### src/rtl/pipe_pkg.sv
// Shared pipeline constants: datapath width and register file geometry.
package pipe_pkg;
    localparam int DATA_W = 32;
    localparam int ADDR_W = 5;
    localparam int NREGS  = 2 ** ADDR_W;
    localparam logic [ADDR_W-1:0] REG_ZERO = '0;
endpackage

### src/rtl/regfile_bank.sv
// Architectural register storage: NREGS x DATA_W, async clear, one write
// port, three combinational read ports. Zero-register and bypass handling
// live in the caller.
module regfile_bank
    import pipe_pkg::*;
(
    input  logic              clk,
    input  logic              rst,
    input  logic              we,
    input  logic [ADDR_W-1:0] waddr,
    input  logic [DATA_W-1:0] wdata,
    input  logic [ADDR_W-1:0] raddr_a,
    input  logic [ADDR_W-1:0] raddr_b,
    input  logic [ADDR_W-1:0] raddr_d,
    output logic [DATA_W-1:0] rdata_a,
    output logic [DATA_W-1:0] rdata_b,
    output logic [DATA_W-1:0] rdata_d
);

    logic [DATA_W-1:0] regs [NREGS];

    // Storage update: clear everything on reset, otherwise single write port.
    always_ff @(posedge clk or posedge rst) begin
        if (rst) begin
            for (int i = 0; i < NREGS; i++) begin
                regs[i] <= '0;
            end
        end else if (we) begin
            regs[waddr] <= wdata;
        end
    end

    assign rdata_a = regs[raddr_a];
    assign rdata_b = regs[raddr_b];
    assign rdata_d = regs[raddr_d];

endmodule

### src/rtl/wb_regfile.sv
// Write-back stage: selects the write-back value, commits it to the register
// bank, serves two decode read ports with same-cycle bypass, and counts
// committed writes.
module wb_regfile
    import pipe_pkg::*;
(
    input  logic              clk,
    input  logic              rst,
    input  logic              regwrite_in,
    input  logic              memtoreg_in,
    input  logic [DATA_W-1:0] readdata_in,
    input  logic [DATA_W-1:0] aluresult_in,
    input  logic [ADDR_W-1:0] rd_in,
    input  logic [ADDR_W-1:0] rs_addr,
    input  logic [ADDR_W-1:0] rt_addr,
    output logic [DATA_W-1:0] rs_data,
    output logic [DATA_W-1:0] rt_data,
    output logic [DATA_W-1:0] wb_data,
    output logic              wb_valid,
    input  logic [ADDR_W-1:0] dbg_addr,
    output logic [DATA_W-1:0] dbg_data,
    output logic [31:0]       wb_count
);

    logic [DATA_W-1:0] bank_a;
    logic [DATA_W-1:0] bank_b;
    logic [DATA_W-1:0] bank_d;
    logic [31:0]       count_q;

    // Write-back mux stays live during reset so forwarding always sees it.
    assign wb_data  = memtoreg_in ? readdata_in : aluresult_in;
    assign wb_valid = regwrite_in && (rd_in != REG_ZERO) && !rst;
    assign wb_count = count_q;

    regfile_bank u_bank (
        .clk     (clk),
        .rst     (rst),
        .we      (wb_valid),
        .waddr   (rd_in),
        .wdata   (wb_data),
        .raddr_a (rs_addr),
        .raddr_b (rt_addr),
        .raddr_d (dbg_addr),
        .rdata_a (bank_a),
        .rdata_b (bank_b),
        .rdata_d (bank_d)
    );

    // Decode read ports: reset/zero first, then write-through bypass, then storage.
    always_comb begin
        rs_data = bank_a;
        rt_data = bank_b;
        if (rst || rs_addr == REG_ZERO) begin
            rs_data = '0;
        end else if (wb_valid && rs_addr == rd_in) begin
            rs_data = wb_data;
        end
        if (rst || rt_addr == REG_ZERO) begin
            rt_data = '0;
        end else if (wb_valid && rt_addr == rd_in) begin
            rt_data = wb_data;
        end
    end

    // Debug port reads storage only; no bypass.
    always_comb begin
        dbg_data = bank_d;
        if (rst || dbg_addr == REG_ZERO) begin
            dbg_data = '0;
        end
    end

    // Committed-write counter, free-running wrap.
    always_ff @(posedge clk or posedge rst) begin
        if (rst) begin
            count_q <= '0;
        end else if (wb_valid) begin
            count_q <= count_q + 32'd1;
        end
    end

endmodule

### config.mk
export PLATFORM = sky130hd
export DESIGN_NAME = wb_regfile
export DESIGN_NICKNAME = d
export VERILOG_FILES = /design/src/rtl/pipe_pkg.sv /design/src/rtl/regfile_bank.sv /design/src/rtl/wb_regfile.sv
export SDC_FILE = /design/constraint.sdc
export NUM_CORES = 2
export LEC_CHECK = 0
export ABC_CLOCK_PERIOD_IN_PS = 59200
export CORE_ASPECT_RATIO = 1.75
export CORE_MARGIN = 2
export CORE_UTILIZATION = 30
export CTS_CLUSTER_SIZE = 14
export DETAILED_ROUTE_END_ITERATION = 10
export PLACE_DENSITY = 0.46
export REMOVE_ABC_BUFFERS = 1
export SYNTH_ARGS = -nofsm -noshare
export SYNTH_HDL_FRONTEND = slang
export SYNTH_SLANG_ARGS = --single-unit
### constraint.sdc
create_clock -name clk -period 59.2 [get_ports clk]
set_input_delay 14.8 -clock clk [delete_from_list [all_inputs] [get_ports clk]]
set_output_delay 14.8 -clock clk [all_outputs]
set_load 0.02 [all_outputs]
Word level (Yosys, flattened, before mapping)
Index checks and enable logic that the tools add are counted.

word-level totals
  register bits after elaboration = 1056
  bits of input ports = 88
  logic and storage cells = 76

operators by class
  add/sub/neg operators = 1
  order comparisons = 5
  equality and inequality tests = 2
  multiplexer cells = 18
  bitwise logic cells = 4
  reductions and logical operators = 13

operators by type and width
  operator               count
  $bwmux 1024            1
  $bmux 32 s5            3
  $mux 32                13
  $demux 32 s5           1
  $add 32x1->32 const B  1
  $ge 6x6->1 const B     4
  $not 5->6              4
  $logic_not 5->1        3
  $eq 5x5->1             2
  $lt 6x1->1 const B     1
  $logic_and 1x1->1      5
  $reduce_bool 5->1      1
  $logic_or 1x1->1       3
  $logic_not 1->1        1

Logic depth before layout (Yosys ltp)
  word-level depth = 6
  mapped depth = 9
  depth with buffers taken out = 6

By module
Synthesis repeated with hierarchy kept, for this count alone.

unflattened totals
  cell total of the unflattened synthesis = 6193
  area total of the unflattened synthesis = 68399.4 µm²

modules (own cells, without submodules)
  module        times used  cells an instance  area an instance (µm²)
  regfile_bank  1           5764               65001.1
  wb_regfile    1           429                3398.3

Least setup slack after synthesis
No wires, ideal clock.

  kind = input port to output port
  start point = input rst
  end point = output rt_data[0]
  arrival = 40.586 ns
  data required time = 44.400 ns
  path slack = 3.814 ns
  cell stages on the path = 6
  path buffers = 2
  cells stage by stage = buf_2 > inv_1 > o311ai_2 > clkbuf_1 > a21oi_1 > a221o_1

between the ends
  cells in the longest elaborated chain, start to end = 5

ends and longest elaborated chain
  item                              line              text
  from (decl)                       wb_regfile.sv:8   input logic rst,
  $logic_not 1->1 (no source line)  --
  $logic_and 1x1->1                 wb_regfile.sv:32  assign wb_valid = regwrite_in && (rd_in != REG_ZERO) && !rst;
  $logic_and 1x1->1                 wb_regfile.sv:60  end else if (wb_valid && rt_addr == rd_in) begin
  $mux 32                           wb_regfile.sv:60
  $mux 32 (*)                       wb_regfile.sv:58  if (rst || rt_addr == REG_ZERO) begin
  to (decl)                         wb_regfile.sv:17  output logic [DATA_W-1:0] rt_data,

Mark *: on every way between the ends. The rest lies on a longest branch, timed or not.

Final worst setup path
  start point = input rs_addr[0]
  end point = output rs_data[13]

between the ends
  cells in the longest elaborated chain, start to end = 6

ends and longest elaborated chain
  item                                        line                text
  from (decl)                                 wb_regfile.sv:14    input logic [ADDR_W-1:0] rs_addr,
  $not 5->6 (implied by the code)             regfile_bank.sv:33  assign rdata_a = regs[raddr_a];
  $bmux 32 s5                                 regfile_bank.sv:33
  $mux 32 (implied by the code) (2 in a row)  regfile_bank.sv:33
  $mux 32                                     wb_regfile.sv:55    end else if (wb_valid && rs_addr == rd_in) begin
  $mux 32 (*)                                 wb_regfile.sv:53    if (rst || rs_addr == REG_ZERO) begin
  to (decl)                                   wb_regfile.sv:16    output logic [DATA_W-1:0] rs_data,

Mark *: on every way between the ends. The rest lies on a longest branch, timed or not. The select of a mux whose other input is x is not followed.

==> flow_metrics.env <==
export IMPL_status="complete, no violations"
export IMPL_io_pins=249
export IMPL_layout_min_cycle_time_ns=35.64
export IMPL_powerDensity_nw_per_um2=31.23
export IMPL_grt_pass1_vias=51654
export IMPL_clk_latency_ns=0.76
export IMPL_drv_cap=0
export IMPL_drtIter0Drc=4626
export IMPL_wl_per_cell_um=31.01
export IMPL_cts_tree="built"
export IMPL_muxShareOfSynthArea_pct=27.18
export IMPL_synth_compound_area_share_pct=16.89
export IMPL_clockBufferDepth=3
export IMPL_rsz0062_at_grt="false"
export IMPL_layout_commonest_cell="dfrtp_1"
export IMPL_final_cells=8719
export IMPL_cts_buffers=109
export IMPL_tns_ns=0
export IMPL_finalHoldViolations=0
export IMPL_netlist_instances=5980
export IMPL_grt_max_degree=174
export IMPL_hp_start="u_bank.regs[1001]$_DFFE_PP0P_"
export IMPL_hold_buffers=0
export IMPL_grt_pass1_wl_um=387000
export IMPL_synth_xor_area_share_pct=0.5693
export IMPL_hold_depth=0
export IMPL_wirelength_um=270400
export IMPL_relSlewSlack_pct=12.27
export IMPL_final_cell_mix="1,056 x dfrtp_1, 687 x nor2_1, 607 x o21ai_0"
export IMPL_drt_pass1_iterations=6
export IMPL_worst_clock_skew_ns=0.006373
export IMPL_syn_avg_cell_area_sq_um=10.55
export IMPL_p_leak_nw=29.55
export IMPL_synth_area_leaders="dfrtp_1 42%, mux4_2 20%, mux2i_1 6.7%"
export IMPL_ant_nets=0
export IMPL_end_kind="output port"
export IMPL_nets=5913
export IMPL_r2r_cells=5
export IMPL_gp_congestion=0.8175
export IMPL_start_kind="input port"
export IMPL_drc=0
export IMPL_dp_hpwl_um=152600
export IMPL_numPortBuffers=248
export IMPL_seq_area_frac_synth_pct=41.89
export IMPL_h_tree_depth=3
export IMPL_cts_sinks=1056
export IMPL_path_class="input port to output port"
export IMPL_reg2reg_from="wb_count[6]$_DFFE_PP0P_"
export IMPL_grt_overflow=0
export IMPL_dpl_worst_slack_ns=23.38
export IMPL_yosys_warnings=0
export IMPL_post_cts_resized=0
export IMPL_vias=51375
export IMPL_ctsRootBufferMaster="clkbuf_16"
export IMPL_clkTransAtPathRegs_ns=0.06
export IMPL_max_freq_mhz=28.06
export IMPL_synthDistinctLibCells=54
export IMPL_synth_area_sq_um=63080
export IMPL_die_y_um=610.6
export IMPL_startpoint="rs_addr[0]"
export IMPL_maxSlewViolCount=0
export IMPL_yosys_area_top_type_share_pct=41.89
export IMPL_numPlacedInstances=8513
export IMPL_start_util_pct=30.20
export IMPL_synthAdderAreaFrac_pct=0.01983
export IMPL_ir_drop_uv=23.39
export IMPL_grt_usage_pct=24.96
export IMPL_dieArea_sq_um=214100
export IMPL_worst_pin_slew_ns=1.313
export IMPL_core_sq_um=208900
export IMPL_viasPerCell=5.892
export IMPL_area_growth_pct=14.08
export IMPL_worst_path_max_fanout=73
export IMPL_ys_seq_elements=1056
export IMPL_dieWidth_um=350.6
export IMPL_drive_gt1_share_pct=17.38
export IMPL_synth_largest_area_cell="dfrtp_1"
export IMPL_required_ns=44.40
export IMPL_fin_ws_ns=23.56
export IMPL_rows=222
export IMPL_synth_flop_cell="dfrtp_1"
export IMPL_setup_viol=0
export IMPL_grt_antenna_before_repair=9
export IMPL_synth_edff_count=0
export IMPL_fin_crit_sh_pct=60.20
export IMPL_synthSimpleGateAreaFrac_pct=8.836
export IMPL_cp_arrival_ns=20.84
export IMPL_hold_class="flop to flop"
export IMPL_synth_top_family_by_area="multiplexers"
export IMPL_post_cts_buffers=0
export IMPL_synthArstFlopShare_pct=100.0
export IMPL_fin_util_pct=34.45
[sequential cells by signal, indices dropped and copies added, names as in the netlist]
signal / cells
u_bank.regs: 1024
wb_count: 32
[final cells by class]
| cell class | count | area, sq um |
|---|---|---|
| tap | 2800 | 3503 |
| multi-input combinational | 4224 | 34330 |
| clock inverter | 47 | 665.6 |
| timing repair buffer | 393 | 3692 |
| fill | 20965 | 136900 |
| antenna | 4 | 10.01 |
| clock buffer | 155 | 3176 |
| inverter | 40 | 158.9 |
| sequential | 1056 | 26430 |
[worst paths after layout]
check	to	slack (ns)
worst max-delay path	rs_data[13]	23.56
worst min-delay path	u_bank.regs[1001]$_DFFE_PP0P_	0.42
worst max register to register	wb_count[26]$_DFFE_PP0P_	56.99
worst min register to register	u_bank.regs[1001]$_DFFE_PP0P_	0.42
max in group asynchronous	u_bank.regs[501]$_DFFE_PP0P_	39.92
min in group asynchronous	wb_count[4]$_DFFE_PP0P_	14.97
[metrics by stage]
stage | cell area [sq um] | total power, W | hold slack (ns)
floorplan | 60320 | 0.001281 | 0.3848
global placement | 68110 | 0.001478 | 0.3989
detailed placement | 68110 | 0.001492 | 0.4084
CTS | 71950 | 0.002260 | 0.4244
global route | 71950 | 0.002351 | 0.4330
finish | 71960 | 0.002247 | 0.4223
[critical path: stages]
cell and delay [ns]:
buf_8 0.23, buf_4 0.62, buf_4 0.54, buf_12 0.51
buf_4 0.86, buf_4 0.87, mux4_2 0.60, a22o_1 0.24
a221oi_1 0.23, o221ai_1 0.30, clkdlybuf4s50_1 0.65
[routing by layer]
metal | share of wire (%) | track usage, %
met5 | 0.0044 | 0
met2 | 49 | 41.85
met1 | 40 | 31.58
met4 | 5.0 | 11.23
met3 | 6.6 | 3.919
[cell families after synthesis]
logic type / Yosys count
buf+inv: 700
flops: 1056
fa+ha+maj: 1
xor+xnor: 41
mux: 995
compound gates: 1773
simple gates: 1414
[report_power, final]
part           switching (W)  internal, W
clock network       0.000326     0.000438
logic               0.000269     0.000253
registers           0.000123     0.000838
[cell usage after synthesis (all sizes together), types with 2 or more instances]
master / instances
a211oi: 33
a21oi: 577
a221o: 32
a221oi: 97
a22o: 31
a22oi: 161
a31o: 32
and2: 6
and3: 10
and4: 3
buf: 207
clkbuf: 453
dfrtp: 1056
inv: 40
mux2i: 420
mux4: 574
nand2: 600
nand2b: 6
nand3: 14
nand3b: 3
nand4: 11
nor2: 705
nor2b: 9
nor3: 39
nor4: 2
o21ai: 625
o21bai: 32
o221ai: 70
o22ai: 50
o31ai: 26
or2: 3
or3: 2
xnor2: 27
xor2: 14
No activity file was read; power rests on OpenSTA's default activity.
==> RTL edit: new RTL, same flow settings <==
`DATA_W`: 32 -> 28.
--- a/src/rtl/pipe_pkg.sv
+++ b/src/rtl/pipe_pkg.sv
@@ -1,6 +1,6 @@
 // Shared pipeline constants: datapath width and register file geometry.
 package pipe_pkg;
-    localparam int DATA_W = 32;
+    localparam int DATA_W = 28;
     localparam int ADDR_W = 5;
     localparam int NREGS  = 2 ** ADDR_W;
     localparam logic [ADDR_W-1:0] REG_ZERO = '0;
Ports: changed (6 resized); port bits go from 249 to 225. No check against the original RTL was run, so the function may have changed too.
==> RTL edit against the unedited design <==
The run now ends with design-rule violations left. Clock skew increased by 8.1 ps. Sequential cell count is 128 lower. Count of clock-buffer cells in the layout shrank 17. Routed wire length shrank 15%. Power decreased by 12%. Final area decreased by 12%. Critical path type unchanged. Synthesized area decreased by 12%. Highest routed layer unchanged. Setup slack gained 470 ps.
==> RTL edit: results <==
{
  "status": "complete, but fails checks",
  "violations": "design-rule violations",
  "p_comb_frac": 0.225,
  "powerDensity_nw_per_um2": 31.3,
  "syn_inst": 5139,
  "synth_compound_area_frac": 0.165,
  "port-buffer-count": 224,
  "dr_wl_met2_um": 116000,
  "endpoint": "rt_data[21]",
  "clock_latency_ps": 720,
  "drive_gt1_frac": 0.169,
  "gp_congestion": 0.811,
  "wl_met1_um": 90300,
  "worstHoldStart": "u_bank.regs[879]",
  "cpPeakStageDelay_ps": 850,
  "drc": 3,
  "regToRegSetupSlack_ps": 57070,
  "hold_end": "u_bank.regs[879]",
  "synthTopCellsByCount": "928 x dfrtp_1, 501 x nand2_1, 497 x o21ai_0",
  "grt_pass1_wl_um": 330000,
  "ir_worst_vdd_uv": 19.4,
  "fin_ws_ps": 24030,
  "synthAdderAreaFrac": 0.000226,
  "synth.distinct_cells": 48,
  "initialDrtViolationCount": 3738,
  "r2r_start": "wb_count[8]",
  "use_met1": 0.293,
  "met2_usage": 0.420,
  "nets": 5082,
  "finalHoldWorstSlack_ps": 424,
  "viasPerCell": 5.87,
  "fin_cells": 7504
}
==> RTL edit: cell count changes after synthesis, sizes merged, moves of 32 or more <==
| cell | change |
|---|---|
| a22oi | -48 |
| nand2 | -99 |
| buf | -36 |
| a211oi | -33 |
| mux2i | +60 |
| dfrtp | -128 |
| mux4 | -101 |
| o221ai | +42 |
| a31o | -32 |
| nor2 | -262 |
| nor3 | -32 |
| o21ai | -119 |
| a21oi | -100 |
| clkbuf | -42 |
==> RTL edit: area by class of cell <==
| cell class | instances | area (µm²) |
|---|---|---|
| fill | 18400 | 120000 |
| multi-input combinational | 3595 | 30000 |
| sequential | 928 | 23200 |
| timing repair buffer | 344 | 3210 |
| tap | 2415 | 3020 |
| clock buffer | 138 | 2910 |
| clock inverter | 44 | 611 |
| inverter | 34 | 139 |
| antenna | 6 | 15.0 |
==> RTL edit: worst register-to-register path: stages (launching register included) <==
cell     delay (ps)
dfrtp_1         450
and4_1          280
nand4_1         180
nor4_2          740
nand4_1         210
xnor2_1         180
